==> src/rtl/page_table_writer_if.sv <==
`default_nettype none
// ============================================================================
//  Module      : page_table_writer_if
//  Description : Command and page-table-RAM bundle between the kernel/exec
//                unit (master) and the page table writer (slave). The RAM
//                write/read port is carried on the same bundle.
//  Revision    : 1.0 - initial release
// ============================================================================
interface page_table_writer_if #(
  parameter int PAGE_W  = 5,
  parameter int PTB_W   = 12,
  parameter int PTA_W   = 9,
  parameter int ENTRY_W = 16
);
  // Command channel
  logic               cmd_valid;
  logic               cmd_ready;
  logic [1:0]         cmd_op;
  logic [PTB_W-1:0]   cmd_ptb;
  logic [PAGE_W-1:0]  cmd_page;
  logic [PAGE_W:0]    cmd_count;
  logic [ENTRY_W-1:0] cmd_entry;

  // Page table RAM port
  logic               pt_we;
  logic [PTA_W-1:0]   pt_addr;
  logic [ENTRY_W-1:0] pt_wdata;
  logic [ENTRY_W-1:0] pt_rdata;

  // Completion status
  logic               done;
  logic               err;

  // Writer side
  modport slave (
    input  cmd_valid, cmd_op, cmd_ptb, cmd_page, cmd_count, cmd_entry, pt_rdata,
    output cmd_ready, pt_we, pt_addr, pt_wdata, done, err
  );

  // Kernel / RAM side
  modport master (
    output cmd_valid, cmd_op, cmd_ptb, cmd_page, cmd_count, cmd_entry, pt_rdata,
    input  cmd_ready, pt_we, pt_addr, pt_wdata, done, err
  );
endinterface : page_table_writer_if
`default_nettype wire

==> src/rtl/page_table_writer.sv <==
`default_nettype none
// ============================================================================
//  Module      : page_table_writer
//  Description : Sequential writer for the per-process page table RAM. Installs
//                one entry (WRITE), maps a run of pages onto consecutive frames
//                (MAP) or zeroes a whole table (CLEAR), one entry per cycle at
//                pt_addr = ptb + page with 9-bit wrap.
//                Optional feature macro: PT_WRITER_VERIFY_EN - read back each
//                written entry in a VERIFY cycle and abort on mismatch.
//  Revision    : 1.0 - initial release
// ============================================================================
module page_table_writer #(
  parameter int PAGES   = 32,
  parameter int PTA_W   = 9,
  parameter int ENTRY_W = 16,
  parameter int PTB_W   = 12
) (
  input  wire logic          clk,
  input  wire logic          rst_n,
  page_table_writer_if.slave bus
);

  localparam int PAGE_W  = $clog2(PAGES);
  localparam int CNT_W   = PAGE_W + 1;
  localparam int FRAME_W = 7;

  localparam logic [1:0] OP_WRITE = 2'b00;
  localparam logic [1:0] OP_MAP   = 2'b01;
  localparam logic [1:0] OP_CLEAR = 2'b10;

  localparam logic [CNT_W:0]    PAGES_C  = PAGES[CNT_W:0];
  localparam logic [PAGE_W-1:0] LAST_IDX = PAGE_W'(PAGES - 1);

  typedef enum logic [1:0] {
    S_IDLE   = 2'd0,
    S_WRITE  = 2'd1,
`ifdef PT_WRITER_VERIFY_EN
    S_VERIFY = 2'd3,
`endif
    S_FIN    = 2'd2
  } state_t;

  // --------------------------------------------------------------------------
  // State and registered outputs
  // --------------------------------------------------------------------------
  state_t             state_q;
  logic [PTA_W-1:0]   ptb_q;       // table base, already reduced to RAM width
  logic [PAGE_W-1:0]  idx_q;       // page index of the entry currently on the bus
  logic [PAGE_W-1:0]  left_q;      // writes still to come after the current one
  logic               map_q;       // frame field advances on every write
  logic               cmd_ready_q;
  logic               pt_we_q;
  logic [PTA_W-1:0]   pt_addr_q;
  logic [ENTRY_W-1:0] pt_wdata_q;
  logic               done_q;
  logic               err_q;

  // --------------------------------------------------------------------------
  // Next-value helpers
  // --------------------------------------------------------------------------
  logic [PAGE_W-1:0]  start_idx_d;
  logic [PTA_W-1:0]   start_addr_d;
  logic [ENTRY_W-1:0] start_data_d;
  logic [PAGE_W-1:0]  start_left_d;
  logic [CNT_W:0]     map_end_d;
  logic               reject_d;
  logic               empty_map_d;
  logic [PAGE_W-1:0]  next_idx_d;
  logic [PTA_W-1:0]   next_addr_d;
  logic [ENTRY_W-1:0] next_wdata_d;

  // Decode an offered command and precompute the following entry of a run
  always_comb begin
    start_idx_d  = (bus.cmd_op == OP_CLEAR) ? '0 : bus.cmd_page;
    start_addr_d = bus.cmd_ptb[PTA_W-1:0] + PTA_W'(start_idx_d);
    start_data_d = (bus.cmd_op == OP_CLEAR) ? '0 : bus.cmd_entry;

    start_left_d = '0;
    if (bus.cmd_op == OP_MAP)   start_left_d = PAGE_W'(bus.cmd_count - 1'b1);
    if (bus.cmd_op == OP_CLEAR) start_left_d = LAST_IDX;

    // page + count computed one bit wider so a run ending exactly at the
    // last page is accepted and anything beyond it is caught.
    map_end_d   = {2'b00, bus.cmd_page} + {1'b0, bus.cmd_count};
    reject_d    = (bus.cmd_op == 2'b11) ||
                  ((bus.cmd_op == OP_MAP) && (map_end_d > PAGES_C));
    empty_map_d = (bus.cmd_op == OP_MAP) && (bus.cmd_count == '0);

    next_idx_d   = idx_q + 1'b1;
    next_addr_d  = ptb_q + PTA_W'(next_idx_d);
    next_wdata_d = pt_wdata_q;
    if (map_q) begin
      next_wdata_d[FRAME_W-1:0] = pt_wdata_q[FRAME_W-1:0] + 1'b1;
    end
  end

  // Command sequencer: accept, stream entries, optionally verify, report
  always_ff @(posedge clk) begin
    if (!rst_n) begin
      state_q     <= S_IDLE;
      ptb_q       <= '0;
      idx_q       <= '0;
      left_q      <= '0;
      map_q       <= 1'b0;
      cmd_ready_q <= 1'b1;
      pt_we_q     <= 1'b0;
      pt_addr_q   <= '0;
      pt_wdata_q  <= '0;
      done_q      <= 1'b0;
      err_q       <= 1'b0;
    end else begin
      done_q <= 1'b0;
      err_q  <= 1'b0;
      case (state_q)
        S_IDLE: begin
          if (bus.cmd_valid && cmd_ready_q) begin
            cmd_ready_q <= 1'b0;
            ptb_q       <= bus.cmd_ptb[PTA_W-1:0];
            idx_q       <= start_idx_d;
            map_q       <= (bus.cmd_op == OP_MAP);
            if (reject_d) begin
              state_q <= S_FIN;
              done_q  <= 1'b1;
              err_q   <= 1'b1;
            end else if (empty_map_d) begin
              state_q <= S_FIN;
              done_q  <= 1'b1;
            end else begin
              state_q    <= S_WRITE;
              pt_we_q    <= 1'b1;
              pt_addr_q  <= start_addr_d;
              pt_wdata_q <= start_data_d;
              left_q     <= start_left_d;
            end
          end
        end

`ifdef PT_WRITER_VERIFY_EN
        // Hold the address with the write strobe dropped; the RAM returns the
        // entry just written during this cycle.
        S_WRITE: begin
          pt_we_q <= 1'b0;
          state_q <= S_VERIFY;
        end

        S_VERIFY: begin
          if (bus.pt_rdata != pt_wdata_q) begin
            state_q <= S_FIN;
            done_q  <= 1'b1;
            err_q   <= 1'b1;
          end else if (left_q == '0) begin
            state_q <= S_FIN;
            done_q  <= 1'b1;
          end else begin
            state_q    <= S_WRITE;
            pt_we_q    <= 1'b1;
            pt_addr_q  <= next_addr_d;
            pt_wdata_q <= next_wdata_d;
            idx_q      <= next_idx_d;
            left_q     <= left_q - 1'b1;
          end
        end
`else
        S_WRITE: begin
          if (left_q == '0) begin
            state_q <= S_FIN;
            pt_we_q <= 1'b0;
            done_q  <= 1'b1;
          end else begin
            pt_addr_q  <= next_addr_d;
            pt_wdata_q <= next_wdata_d;
            idx_q      <= next_idx_d;
            left_q     <= left_q - 1'b1;
          end
        end
`endif

        S_FIN: begin
          state_q     <= S_IDLE;
          cmd_ready_q <= 1'b1;
        end

        default: begin
          state_q     <= S_IDLE;
          cmd_ready_q <= 1'b1;
          pt_we_q     <= 1'b0;
        end
      endcase
    end
  end

  assign bus.cmd_ready = cmd_ready_q;
  assign bus.pt_we     = pt_we_q;
  assign bus.pt_addr   = pt_addr_q;
  assign bus.pt_wdata  = pt_wdata_q;
  assign bus.done      = done_q;
  assign bus.err       = err_q;

  // Table base bits above the RAM width never reach the address; read data is
  // only consumed when read-back verification is built in.
`ifdef PT_WRITER_VERIFY_EN
  logic unused_bits;
  assign unused_bits = ^bus.cmd_ptb[PTB_W-1:PTA_W];
`else
  logic unused_bits;
  assign unused_bits = ^{bus.cmd_ptb[PTB_W-1:PTA_W], bus.pt_rdata};
`endif

endmodule : page_table_writer
`default_nettype wire

==> src/flat_wrapper.sv <==
// flat-port wrapper written by rule: the top's interface ports become plain ports
module page_table_writer_flat 
#(
  parameter int PAGES   = 32,
  parameter int PTA_W   = 9,
  parameter int ENTRY_W = 16,
  parameter int PTB_W   = 12
)
  (clk, rst_n, bus_cmd_valid, bus_cmd_op, bus_cmd_ptb, bus_cmd_page, bus_cmd_count, bus_cmd_entry, bus_pt_rdata, bus_cmd_ready, bus_pt_we, bus_pt_addr, bus_pt_wdata, bus_done, bus_err);
  page_table_writer_if #(.PTB_W(PTB_W), .PTA_W(PTA_W), .ENTRY_W(ENTRY_W)) bus_i ();
  input  wire logic clk;
  input  wire logic rst_n;
  input wire logic [$bits(bus_i.cmd_valid)-1:0] bus_cmd_valid;
  input wire logic [$bits(bus_i.cmd_op)-1:0] bus_cmd_op;
  input wire logic [$bits(bus_i.cmd_ptb)-1:0] bus_cmd_ptb;
  input wire logic [$bits(bus_i.cmd_page)-1:0] bus_cmd_page;
  input wire logic [$bits(bus_i.cmd_count)-1:0] bus_cmd_count;
  input wire logic [$bits(bus_i.cmd_entry)-1:0] bus_cmd_entry;
  input wire logic [$bits(bus_i.pt_rdata)-1:0] bus_pt_rdata;
  output wire logic [$bits(bus_i.cmd_ready)-1:0] bus_cmd_ready;
  output wire logic [$bits(bus_i.pt_we)-1:0] bus_pt_we;
  output wire logic [$bits(bus_i.pt_addr)-1:0] bus_pt_addr;
  output wire logic [$bits(bus_i.pt_wdata)-1:0] bus_pt_wdata;
  output wire logic [$bits(bus_i.done)-1:0] bus_done;
  output wire logic [$bits(bus_i.err)-1:0] bus_err;
  assign bus_i.cmd_valid = bus_cmd_valid;
  assign bus_i.cmd_op = bus_cmd_op;
  assign bus_i.cmd_ptb = bus_cmd_ptb;
  assign bus_i.cmd_page = bus_cmd_page;
  assign bus_i.cmd_count = bus_cmd_count;
  assign bus_i.cmd_entry = bus_cmd_entry;
  assign bus_i.pt_rdata = bus_pt_rdata;
  assign bus_cmd_ready = bus_i.cmd_ready;
  assign bus_pt_we = bus_i.pt_we;
  assign bus_pt_addr = bus_i.pt_addr;
  assign bus_pt_wdata = bus_i.pt_wdata;
  assign bus_done = bus_i.done;
  assign bus_err = bus_i.err;
  page_table_writer #(.PAGES(PAGES), .PTA_W(PTA_W), .ENTRY_W(ENTRY_W), .PTB_W(PTB_W)) u_core (.clk(clk), .rst_n(rst_n), .bus(bus_i));
endmodule
==> config.mk <==
export PLATFORM = sky130hd
export DESIGN_NAME = page_table_writer_flat
export DESIGN_NICKNAME = d
export VERILOG_FILES = /design/src/rtl/page_table_writer_if.sv /design/src/rtl/page_table_writer.sv /design/src/flat_wrapper.sv
export SDC_FILE = /design/constraint.sdc
export NUM_CORES = 1
export LEC_CHECK = 0
export CAP_MARGIN = 20
export CORE_MARGIN = 4
export CORE_UTILIZATION = 30
export DETAILED_ROUTE_END_ITERATION = 16
export DONT_BUFFER_PORTS = 1
export PLACE_DENSITY = 0.48
export RECOVER_POWER = 25
export SLEW_MARGIN = 20
export SYNTH_ARGS = -nofsm -noshare
export SYNTH_HDL_FRONTEND = slang
export SYNTH_SLANG_ARGS = --single-unit
export TNS_END_PERCENT = 100
==> constraint.sdc <==
create_clock -name clk -period 3.3 [get_ports clk]
set_clock_uncertainty 0.2 [all_clocks]
set_input_delay 0.165 -clock clk [delete_from_list [all_inputs] [get_ports clk]]
set_output_delay 0.165 -clock clk [all_outputs]
set_load 0.01 [all_outputs]
==> reports/metrics.csv, run 1 <==
metric;value;unit
status;complete, no violations;
Via density;5.31;
Buffers on Ports;0;
worst path arrival time;2.79;ns
YS warnings;0;
Worst Setup End Kind;register;
WL per Instance;17.0;um
Final Util;0.357;
Cells after DPL;528;
Mapped Avg Cell Area;7.96;um2
Worst Path Required;3.31;ns
non-filler instance count after layout;562;
post-synthesis compound-gate area fraction;0.258;
Longest Clk Path Bufs;2;
crit start category;register;
drt first pass iters;4;
Via Count;2985;
Post-Synth Adder-Cell Area;0.0924;
Hold Fails Final Rpt;0;
share of synthesized registers carrying an async set or reset;0;
Tcrit/Tclk final;0.842;
ys flop type;dfxtp_1;
Max Fclk;0.360;GHz
final setup margin;0.520;ns
xor/xnor share of the synthesized area;0.0598;
CTS buffer count;5;
initial antenna violation count;0;
multiplexer share of the synthesized area;0.00931;
setup TNS;0;ns
Post-synth EDFFs;0;
Pwr Density;449;mW/mm2
Leak;1.42;nW
number of global-route vias before repair;2977;
HP Start;bus_cmd_ptb[6];
row cnt;37;
area grow syn2layout;15.2;%
Final ANT Viol Nets;0;
reg2reg end;u_core.left_q[0];
routability cong.;0.774;
Ports;89;
Clk Latency, worst-skew pair;0.31;ns
Final nets;507;
Place WS;0.311;ns
hold endpoint;u_core.bus.pt_addr[6];
Tot Pwr;1.67;mW
Cell variety after synth;51;
max_cap viols;0;
Post-Syn Nets;487;
DRT iter0 DRCs;186;
CP Max Fanout;11;
Die Height;112;um
HP Class;in2reg;
Slew @ Worst Pin;0.886;ns
leading cell type in the layout, fill and taps excluded;nand2_1;
largest net degree at the start of global routing;38;
Root Driver;clkbuf_8;
most frequent cells in the layout;nand2_1, dfxtp_1, a21oi_1, nand3_1, dlygate4sd3_1;
Global Route Usage Sum;0.149;
endpoints failing setup;0;
maximum vdd drop;0.000200;V
synthesized cell area;0.00322;mm2
Die Wd;112;um
Hold Slack;0.00657;ns
R2R depth;9;
clk slew on worst S/H paths;0.10;ns
FF-to-FF Start;u_core.left_q[0];
clock sinks;51;
setup repair bufs after CTS;0;
CP Class;reg2reg;
RSZ-0062 raised after global routing;false;
Pins Over Slew Limit;0;
Post-Route WL;9550;um
Final Cell Area;0.00371;mm2
setup slack, reg-to-reg;0.52;ns
main combinational cell family by area after synthesis;compound AO/OA/AOI/OAI gates;
DRC;0;
Placed Area;0.00337;mm2
H-tree level count;2;
Die ar.;0.0125;mm2
synthesized instance count;405;
CTS resizes;0;
first-pass GRT wire length;15400;um
#FFs+latches synth;51;
TritonCTS clock tree;built;
Cells on Worst Hold Path;3;
Post-Synth Simple-Gate Area;0.213;
antenna diode count;0;
final critical-path required period;2.78;ns
detailed placer's ending HPWL;6880;um
register area share after synthesis;0.317;
core area;0.0104;mm2
Overflow after GRT;0;
initial core utilization;0.310;
layout cell share with drive strength beyond 1;0.0493;
slew margin rel.;0.407;
==> sequential cells by signal, summed over array words and instances, names as in the netlist, 2 cells and up <==
signal	count
u_core.bus.pt_wdata	16
u_core.bus.pt_addr	9
u_core.ptb_q	9
u_core.idx_q	5
u_core.left_q	5
u_core.state_q	2
==> critical path, cell delays in order, from the launching register on <==
cell and delay (ns):
dfxtp_1 0.37, inv_1 0.07, ha_1 0.21, nor2b_1 0.15, nand2b_1 0.15, nor2_1 0.15
nor2_1 0.71, buf_4 0.31, nor3_1 0.07, o31a_1 0.29
==> synthesized netlist by cell type, types with 2 or more instances <==
cell	n	area, um2
a21o_1	5	37.5
nor2b_1	5	31.3
ha_1	19	238
nand3_1	33	165
o32ai_1	2	17.5
nor3b_1	2	15.0
clkbuf_1	16	60.1
nor2_1	23	86.3
buf_6	2	22.5
nor3_1	8	40.0
and2_1	6	37.5
xnor2_1	10	87.6
o21ai_0	20	100
a21oi_1	43	215
o31a_1	2	17.5
dfxtp_1	51	1020
a211oi_1	7	52.6
inv_1	16	60.1
o221ai_1	9	78.8
a22oi_1	2	15.0
mux2i_1	3	30.0
xor2_1	12	105
buf_2	3	15.0
or3_1	4	25.0
o22ai_1	2	12.5
nand2_1	53	199
o21ai_1	2	10.0
nand2b_1	6	37.5
a31oi_1	4	25.0
and3_1	4	25.0
o21bai_1	2	15.0
o311a_1	2	20.0
o221a_1	6	67.6
o21a_1	2	15.0
fa_1	3	60.1
==> routing by layer <==
layer | track usage | routed length (um) | vias up | share of wire
li1 | - | - | 1499 | -
met1 | 0.188 | 4350 | 1411 | 0.46
met2 | 0.267 | 4660 | 67 | 0.49
met3 | 0.0315 | 449 | 8 | 0.047
met4 | 0.0251 | 83 | 0 | 0.0087
met5 | 0 | 0 | - | 0
==> logic make-up (layout without fill, tap and decap cells) <==
logic type                 after synthesis  in the layout
and+or+nand+nor                        147            147
AOI/OAI and AO/OA                      121            121
DFF                                     51             51
buffers and inverters                   39             60
adders and majority gates               22             22
xor gates and xnor gates                22             22
muxes                                    3              3
==> how the worst max path moves through the flow <==
stage                           from  cells past startpoint                endpoint
finish              u_core.left_q[0]                      9        u_core.left_q[0]
global route        u_core.left_q[0]                      9        u_core.left_q[0]
detailed placement  bus_cmd_count[0]                     10  u_core.bus.pt_wdata[6]
global placement    bus_cmd_count[0]                     10  u_core.bus.pt_wdata[4]
floorplan           bus_cmd_count[0]                     10        u_core.bus.pt_we
CTS                 u_core.left_q[0]                      9        u_core.left_q[0]
==> cell type report <==
type                    count  area, um2
clock inverters             1       5.00
multi-input cells         315       2040
well taps                 136        170
flip-flops and latches     51       1020
repair buffers             35        340
inverters                  17       63.8
clock buffers               7       76.3
fillers                  1102       6700
==> power breakdown <==
group          total [mW]  switching (mW)  internal [mW]
combinational       0.530           0.309          0.221
sequential          0.769          0.0842          0.685
clock               0.369           0.219          0.150
==> repair_timing <==
action	CTS	global route
endpoints found under the setup margin	0	0
endpoints found under the hold margin	36	0
hold buffers	26	0
Power figures use the tool's default switching activity.
==> inputs of run 2 (changes only) <==
- clock period: 3.3 -> 2.8 ns (I/O delays scaled with it)
==> reports/metrics.csv, run 2 (synthesis gave the netlist of run 1 again) <==
metric;value;unit
status;complete, no violations;
non-filler instance count after layout;572;
HP Class;in2reg;
final critical-path required period;2.64;ns
CP dominant cell by count;a21oi_1;
largest net degree at the start of global routing;38;
Root Driver;clkbuf_8;
Clk Latency, worst-skew pair;0.31;ns
setup slack, reg-to-reg;0.16;ns
clk slew on worst S/H paths;0.09;ns
Longest Clk Path Bufs;2;
H-tree level count;2;
FF-to-FF Start;u_core.idx_q[0];
Buffers on Ports;0;
worst path arrival time;2.68;ns
Ports;89;
hold endpoint;u_core.idx_q[1];
initial antenna violation count;0;
reg2reg end;u_core.bus.pt_addr[8];
Final Util;0.368;
Global Route Usage Sum;0.156;
Via density;5.31;
initial core utilization;0.310;
Overflow after GRT;0;
Cells after DPL;534;
number of global-route vias before repair;3031;
slew margin rel.;0.529;
setup TNS;0;ns
Pwr Density;542;mW/mm2
layout cell share with drive strength beyond 1;0.0619;
Leak;1.48;nW
DRT iter0 DRCs;176;
area grow syn2layout;18.8;%
Post-Route WL;9730;um
core area;0.0104;mm2
register area;0.00102;mm2
TritonCTS clock tree;built;
most frequent cells in the layout;nand2_1, dfxtp_1, a21oi_1, nand3_1, dlygate4sd3_1;
leading cell type in the layout, fill and taps excluded;nand2_1;
max_cap viols;0;
max reg flops;16;
multi-input logic area;0.00204;mm2
DRC;0;
Cells on Worst Hold Path;4;
Slowest-stage cell, CP;fa_1;
critical path cell sequence;ha_1, fa_1, a21o_1, a21oi_1, nor2b_1, o2111ai_1, xnor2_1, o221ai_1, a21oi_1;
setup repair bufs after CTS;0;
Pins Over Slew Limit;0;
WL per Instance;17.0;um
clock sinks;51;
largest delay contributor family on the critical path;compound AO/OA/AOI/OAI gates;
RSZ-0062 raised after global routing;false;
Die ar.;0.0125;mm2
Final ANT Viol Nets;0;
maximum vdd drop;0.000208;V
Slew @ Worst Pin;0.706;ns
Hold Fails Final Rpt;0;
CTS buffer count;5;
Final nets;518;
Critical Path Max Stage Delay;0.46;ns
routability cong.;0.784;
WP depth;9;
crit start category;register;
Die Wd;112;um
row cnt;37;
HP Start;bus_cmd_page[1];
Worst Path Required;2.84;ns
detailed placer's ending HPWL;6980;um
Die Height;112;um
CP Class;reg2reg;
final setup margin;0.158;ns
Place WS;-0.0883;ns
Critical path buffers and inverters;0;
Tcrit/Tclk final;0.944;
Fill cells;1086;
Via Count;3039;
Worst Setup End Kind;register;
first-pass GRT wire length;15800;um
R2R depth;9;
drt first pass iters;4;
Max Fclk;0.378;GHz
antenna diode count;0;
CP Max Fanout;3;
endpoints failing setup;0;
==> run 2: cell types whose count changed in the layout (fill, tap and decap cells not counted), sizes merged <==
cell / delta
dlygate4sd3: +5
bufinv: +1
clkinv: -1
clkbuf: -1
buf: +6
==> run 2: power breakdown <==
part           switching [mW]  internal, mW
Combinational           0.373         0.286
Clock                   0.250         0.262
Sequential             0.0994         0.807
==> run 2: worst min-delay path, cell delays in order <==
cell and delay, ns:
nand2_1 0.11, nor2_1 0.06, a21oi_1 0.11, a211oi_1 0.07
==> run 2: cell type report <==
cell class              count  area share
multi-input cells         315       0.532
flip-flops and latches     51       0.266
repair buffers             46       0.114
well taps                 136      0.0444
clock buffers               6      0.0189
inverters                  17      0.0167
clock inverters             1     0.00784
==> run 2: metal layers <==
layer	GRT usage	vias up	wire length, um
met2	0.269	66	4750
met5	0	-	0
met1	0.197	1444	4400
met3	0.0299	12	430
li1	-	1517	-
met4	0.0446	0	150
==> run 2: stage by stage <==
stage	area, um2	hold WS (ns)	power, mW
6_report	3830	0.0214	2.08
5_1_grt	3830	0.0533	2.22
4_1_cts	3830	0.0144	2.11
3_5_place_dp	3420	0.0283	1.54
3_3_place_gp	3420	0.0282	1.53
2_1_floorplan	3220	0.0617	1.36
==> run 2: repair_timing <==
item                      4_1_cts  5_1_grt
hold endpoints to repair       41        0
hold buffers                   31        0
gates resized for setup         0        0
==> run 2: how the worst max path moves through the flow <==
stage                      from               endpoint
3_3_place_gp   bus_cmd_count[0]       u_core.bus.pt_we
5_1_grt         u_core.idx_q[0]  u_core.bus.pt_addr[8]
3_5_place_dp   bus_cmd_count[0]       u_core.bus.pt_we
2_1_floorplan  bus_cmd_count[0]       u_core.bus.pt_we
6_report        u_core.idx_q[0]  u_core.bus.pt_addr[8]
4_1_cts         u_core.idx_q[0]  u_core.bus.pt_addr[8]
